`src/rtl/uart_tx_fifo.sv`:
```
// uart_tx_fifo: parametrised UART transmitter fed by a small FIFO.
// Words written on the bus side are queued and sent LSB-first on txd. The
// line advances only on baud_tick. Frames launch back-to-back when the FIFO
// is non-empty at the final stop tick.
module uart_tx_fifo #(
  parameter int unsigned DATA_BITS  = 8,
  parameter int unsigned PARITY     = 0,
  parameter int unsigned STOP_BITS  = 1,
  parameter int unsigned FIFO_DEPTH = 4
) (
  input  logic                 clk,
  input  logic                 rst,
  input  logic                 baud_tick,
  input  logic                 wr_en,
  input  logic [DATA_BITS-1:0] wr_data,
  output logic                 full,
  output logic                 empty,
  output logic                 overflow,
  output logic                 busy,
  output logic                 frame_start,
  output logic                 tbr,
  output logic                 txd
);

  localparam int unsigned AW = (FIFO_DEPTH > 1) ? $clog2(FIFO_DEPTH) : 1;
  localparam int unsigned PW = AW + 1;
  localparam int unsigned IW = $clog2(DATA_BITS);
  localparam logic [IW-1:0] LastIdx = IW'(DATA_BITS - 1);
  localparam logic LastStop = (STOP_BITS == 2);

  typedef enum logic [2:0] {StIdle, StStart, StData, StParity, StStop} state_e;

  state_e               state_q, state_d;
  logic [DATA_BITS-1:0] shift_q, shift_d;
  logic                 par_q, par_d;
  logic [IW-1:0]        idx_q, idx_d;
  logic                 stop_cnt_q, stop_cnt_d;
  logic                 txd_q, txd_d;
  logic                 overflow_q, overflow_d;
  logic [PW-1:0]        wr_ptr_q, wr_ptr_d;
  logic [PW-1:0]        rd_ptr_q, rd_ptr_d;
  logic [DATA_BITS-1:0] mem_q [FIFO_DEPTH];
  logic [DATA_BITS-1:0] mem_d [FIFO_DEPTH];
  logic [DATA_BITS-1:0] head;
  logic                 head_par;
  logic                 last_stop;
  logic                 pop;
  logic                 push;

  // Extra pointer bit tells full (same slot, different lap) from empty.
  assign empty = (wr_ptr_q == rd_ptr_q);
  assign full  = (wr_ptr_q[AW-1:0] == rd_ptr_q[AW-1:0]) && (wr_ptr_q[AW] != rd_ptr_q[AW]);
  assign head  = mem_q[rd_ptr_q[AW-1:0]];

  // Parity is fixed at pop time and travels with the word in par_q.
  assign head_par = (PARITY == 1) ? ~^head : ^head;

  assign last_stop = (state_q == StStop) && (stop_cnt_q == LastStop);
  assign pop       = !rst && baud_tick && !empty && ((state_q == StIdle) || last_stop);
  // A pop in the same cycle frees a slot, so a write to a full FIFO still lands.
  assign push       = wr_en && (!full || pop);
  assign overflow_d = wr_en && !push;

  assign overflow    = overflow_q;
  assign busy        = (state_q != StIdle);
  assign frame_start = pop;
  assign tbr         = empty && !busy;
  assign txd         = txd_q;

  // FIFO next state: pointer advance and slot write.
  always_comb begin
    wr_ptr_d = wr_ptr_q;
    rd_ptr_d = rd_ptr_q;
    for (int i = 0; i < int'(FIFO_DEPTH); i++) begin
      mem_d[i] = mem_q[i];
    end
    if (pop) begin
      rd_ptr_d = rd_ptr_q + 1'b1;
    end
    if (push) begin
      mem_d[wr_ptr_q[AW-1:0]] = wr_data;
      wr_ptr_d = wr_ptr_q + 1'b1;
    end
  end

  // FIFO storage and pointers.
  always_ff @(posedge clk) begin
    if (rst) begin
      wr_ptr_q <= '0;
      rd_ptr_q <= '0;
      for (int i = 0; i < int'(FIFO_DEPTH); i++) begin
        mem_q[i] <= '0;
      end
    end else begin
      wr_ptr_q <= wr_ptr_d;
      rd_ptr_q <= rd_ptr_d;
      for (int i = 0; i < int'(FIFO_DEPTH); i++) begin
        mem_q[i] <= mem_d[i];
      end
    end
  end

  // Frame sequencer next state; txd_d is the level of the state being entered.
  always_comb begin
    state_d    = state_q;
    shift_d    = shift_q;
    par_d      = par_q;
    idx_d      = idx_q;
    stop_cnt_d = stop_cnt_q;
    txd_d      = txd_q;
    if (baud_tick) begin
      unique case (state_q)
        StIdle: begin
          if (pop) begin
            state_d = StStart;
            shift_d = head;
            par_d   = head_par;
            txd_d   = 1'b0;
          end
        end
        StStart: begin
          state_d = StData;
          idx_d   = '0;
          txd_d   = shift_q[0];
        end
        StData: begin
          if (idx_q == LastIdx) begin
            if (PARITY != 0) begin
              state_d = StParity;
              txd_d   = par_q;
            end else begin
              state_d    = StStop;
              stop_cnt_d = 1'b0;
              txd_d      = 1'b1;
            end
          end else begin
            shift_d = shift_q >> 1;
            idx_d   = idx_q + 1'b1;
            txd_d   = shift_q[1];
          end
        end
        StParity: begin
          state_d    = StStop;
          stop_cnt_d = 1'b0;
          txd_d      = 1'b1;
        end
        StStop: begin
          if (stop_cnt_q == LastStop) begin
            if (pop) begin
              // Next word waiting: start bit follows the last stop bit directly.
              state_d = StStart;
              shift_d = head;
              par_d   = head_par;
              txd_d   = 1'b0;
            end else begin
              state_d = StIdle;
              txd_d   = 1'b1;
            end
          end else begin
            stop_cnt_d = stop_cnt_q + 1'b1;
          end
        end
        default: begin
          state_d = StIdle;
          txd_d   = 1'b1;
        end
      endcase
    end
  end

  // Frame sequencer state and registered line/overflow outputs.
  always_ff @(posedge clk) begin
    if (rst) begin
      state_q    <= StIdle;
      shift_q    <= '0;
      par_q      <= 1'b0;
      idx_q      <= '0;
      stop_cnt_q <= 1'b0;
      txd_q      <= 1'b1;
      overflow_q <= 1'b0;
    end else begin
      state_q    <= state_d;
      shift_q    <= shift_d;
      par_q      <= par_d;
      idx_q      <= idx_d;
      stop_cnt_q <= stop_cnt_d;
      txd_q      <= txd_d;
      overflow_q <= overflow_d;
    end
  end

endmodule
```
`config.mk`:
```
export PLATFORM = sky130hd
export DESIGN_NAME = uart_tx_fifo
export DESIGN_NICKNAME = d
export VERILOG_FILES = /design/src/rtl/uart_tx_fifo.sv
export SDC_FILE = /design/constraint.sdc
export NUM_CORES = 1
export LEC_CHECK = 0
export ABC_AREA = 1
export BUFFER_PORTS_ARGS = -buffer_cell sky130_fd_sc_hd__buf_2
export CORE_MARGIN = 2
export CORE_UTILIZATION = 50
export CTS_BUF_LIST = sky130_fd_sc_hd__clkbuf_2 sky130_fd_sc_hd__clkbuf_4 sky130_fd_sc_hd__clkbuf_8
export CTS_CLUSTER_SIZE = 16
export DETAILED_ROUTE_END_ITERATION = 8
export PLACE_DENSITY = 0.64
export SETUP_SLACK_MARGIN = 0.1
export SLEW_MARGIN = 30
export SYNTH_ARGS = -nofsm -noshare
export SYNTH_HDL_FRONTEND = slang
export SYNTH_SLANG_ARGS = --single-unit
```
`constraint.sdc`:
```
create_clock -name clk -period 3.3 [get_ports clk]
set_input_delay 0.165 -clock clk [delete_from_list [all_inputs] [get_ports clk]]
set_output_delay 0.165 -clock clk [all_outputs]
set_load 0.02 [all_outputs]
```
==> results.md <==
- The aggregate routed wire length is 6936 um.
- The worst endpoint required time is 3.56 ns.
- The number of sinks handled by clock tree synthesis is 56.
- The critical path's most frequent cell is nand2_1.
- In this run, post-CTS repair resized a total of 0 instances.
- The tightest slew margin relative to the limit is 49.83%.
- The Yosys step of the flow raised 0 warnings.
- The worst setup skew after layout is 0.005408 ns.
- At the pin with the least slew margin, the transition time is between 0.7 and 0.8 ns.
- For this run, design rule violations remaining after detail routing come to 0.
- The area of the core region is 6026 um2.
- The clock reaches the later pin of the worst-skew pair after 0.31 ns.
- The critical path goes through inv_2, nand2_1, nand2_1, nand4_2, buf_4, nand3_1, nand2_1, inv_1, nor2_2.
- The TritonCTS clock tree is built.
- The fill cell instance count of the final layout is 629.
- Detailed placement finished with a half-perimeter wire length of 4834 um.
- For this design the ratio of total power to cell area is 559.1 nW/um2.
- For this run, the slowest stage of the critical path takes 0.43 ns.
- The top cell types in the final layout, fill and taps aside, are 146 x nand2_1, 89 x inv_1, 55 x dfxtp_1, 36 x nor2_1, 32 x nand4_1.
- The starting density of the core is 52.37%.
- For this run, the top clock speed supported by timing is between 0.5 and 0.6 GHz.
- The buffering stage count on the worst path with inverters included is 3.
- Setup violations remaining at the end of the flow were counted as 0.
- After synthesis, flip-flops and latches occupy 35.53% of the total area.
- In this run, CTS created clock tree buffers numbering 5.
- The endpoint class of the critical path is a register.
- The run finished with clean final reports.
- 19 I/O pins were placed.
- The tightest min-delay check is of the in -> reg type.
- The worst-path maximum fanout is 39.
- The wire length of the first global-routing pass is 12210 um.
- Data arrives at the worst endpoint at about 2.2 ns.
- The repair_antennas step left the layout with diodes totalling 0.
- After global routing the overflow that remains totals 0.
- The largest net degree at the start of global routing is 50.
- The number of violations reported at the end of detailed-routing iteration 0 is 149.
- The overall die area is 6962 um2.
- The mapped netlist covers approximately 3200 um2.
- The floorplan has 28 rows.
- Across all hold checks on the routed design, the worst slack comes to 0.1226 ns.
- In the final routed layout, each cell accounts on average for 12.30 um.
- In this run the mean area of a mapped cell was ~6.5 um2.
- Routability-driven placement finished with a final weighted congestion of 0.8259.
- The detailed router placed around 2700 vias in this run.
- In the final layout, flip-flops and latches occupy 1122 um2.
- The final clock period utilization by the worst path is between 50 and 60%.
- Across the run, the number of max-cap violations was 0.
- The average vias per placed instance is roughly 4.8.
- The critical path launch point type is a register.
- The cell family contributing the most delay on the critical path is simple AND/OR/NAND/NOR gates.
- The proportion of layout cells with a drive suffix above 1 is between 10% and 20%.
- The initial antenna violation count came to 0.
- The number of search-and-repair iterations in the first detailed-routing pass is 4.
- Counting every net in the synthesized netlist gives 502.
- The height of the die is 83.44 um.
- The count of buffers added on input and output ports is 18.
- The final-layout setup total negative slack is 0 ns.
- The number of global-route vias before repair came to 2532.
- In the final layout, the multi-input gates occupy 1554 um2.
- Summed over all cells, the static leakage comes to 1.706 nW.
- The most common cell after layout, fill and taps aside is nand2_1.
- The H-tree depth reported by CTS is 2.
- Across the VDD grid, the largest voltage drop is just under 0.3 mV.
- The final hold violation count was 0.
- Measured along the x axis, the die boundary spans about 83 um.
- The global routing usage summed across all routing layers is 21.27%.
- At the end of the flow, the number of nets in the layout was ~510.
- The design draws 0.001862 W.
- The slowest stage of the critical path is the dfxtp_1 cell.
- The worst setup path is of the reg -> reg kind.
- The number of buffers on the longest clock path is 2.
- The smallest clock period supported by the final layout is computed as 1.942 ns.
- The synthesized design contains 56 register bits.
- The final-report max-slew violation count was 0.
- Setup repair after global routing left no endpoint under its margin.
- The count of nets left with antenna violations after detail routing is 0.
- The number of instances in the synthesized netlist is 483.
- The total setup buffers inserted after CTS is 0.
- The clock-pin slew of the registers on the worst-case setup and hold paths is roughly 0.10 ns.
- From synthesis to final layout, the design area changed by 5.511%.
- The count of unique library cells instantiated by Yosys is 25.
- In this run, post-CTS hold repair placed 0 buffers.
- The buffer type at the clock tree root is clkbuf_8.
final cells by class:
class                   instances  area share [%]
multi-input cells             310           46.67
clock buffers                   8           2.931
well taps                      75           2.818
inverters                      95           10.71
flip-flops and latches         56           33.71
repair buffers                 20           3.157
stage by stage:
stage	instances	instance area, um2	setup slack [ns]	util, %
floorplan	483	3156	1.899	-
global placement	556	3231	1.405	53.61
detailed placement	556	3231	1.393	53.61
CTS	564	3328	1.370	55.23
global route	564	3329	1.174	55.25
finish	564	3329	1.358	55.25
cells by family after synthesis:
group	after synthesis	synth area share, %
buffers and inverters	117	15.23
adder cells (fa/ha/maj)	7	2.775
flip-flops	56	35.53
XOR/XNOR	1	0.2776
AND/OR/NAND/NOR	261	38.58
AO/OA/AOI/OAI	41	7.613
registers in the layout (all words and copies together) (netlist names), named ones only:
register / count
mem_q: 32
wr_ptr_q: 3
txd: 1
state_q: 3
shift_q: 8
overflow: 1
rd_ptr_q: 3
idx_q: 3
Yosys cell counts:
master | n | area (um2)
dfxtp_1 | 56 | 1121
nand2_4 | 2 | 22.52
buf_1 | 3 | 11.26
ha_1 | 7 | 87.58
o211ai_1 | 14 | 105.1
a21oi_1 | 10 | 50.05
nand4_2 | 1 | 12.51
nor2_4 | 1 | 11.26
nand3_4 | 2 | 35.03
buf_6 | 4 | 45.04
buf_2 | 9 | 45.04
nand4_1 | 32 | 200.2
inv_1 | 89 | 334.1
nor2_2 | 29 | 181.4
o21ai_0 | 9 | 45.04
nand2_1 | 146 | 548.0
xor2_1 | 1 | 8.760
nor3_1 | 2 | 10.01
clkbuf_1 | 6 | 22.52
nand3_2 | 2 | 20.02
nand3_1 | 7 | 35.03
o21ai_1 | 8 | 40.04
nor2_1 | 36 | 135.1
nand2_2 | 1 | 6.260
inv_2 | 6 | 22.52
worst paths after layout:
kind,startpoint,end,slack (ns),cells past startpoint
max,wr_ptr_q[0],mem_q[2][6],1.36,9
min,rst,idx_q[2],0.12,2
max reg2reg,wr_ptr_q[0],mem_q[2][6],1.36,9
min reg2reg,idx_q[0],idx_q[0],0.48,1
power by group:
group	switching, W	internal, W
clock network	0.000226	0.000189
logic	0.000397	0.000207
registers	0.0000820	0.000762
metal layers:
layer / up-vias / wire length [um] / track usage [%]
met5: - / 0 / 0
met4: 0 / 74 / 5.279
met3: 7 / 126 / 3.280
met2: 26 / 3110 / 33.65
met1: 1201 / 3624 / 30.43
li1: 1494 / - / -
worst register-to-register path: stages (launching register included):
cell	delay (ns)
dfxtp_1	0.43
inv_2	0.09
nand2_1	0.07
nand2_1	0.09
nand4_2	0.11
buf_4	0.37
nand3_1	0.42
nand2_1	0.17
inv_1	0.06
nor2_2	0.09
Power figures use the tool's default switching activity.
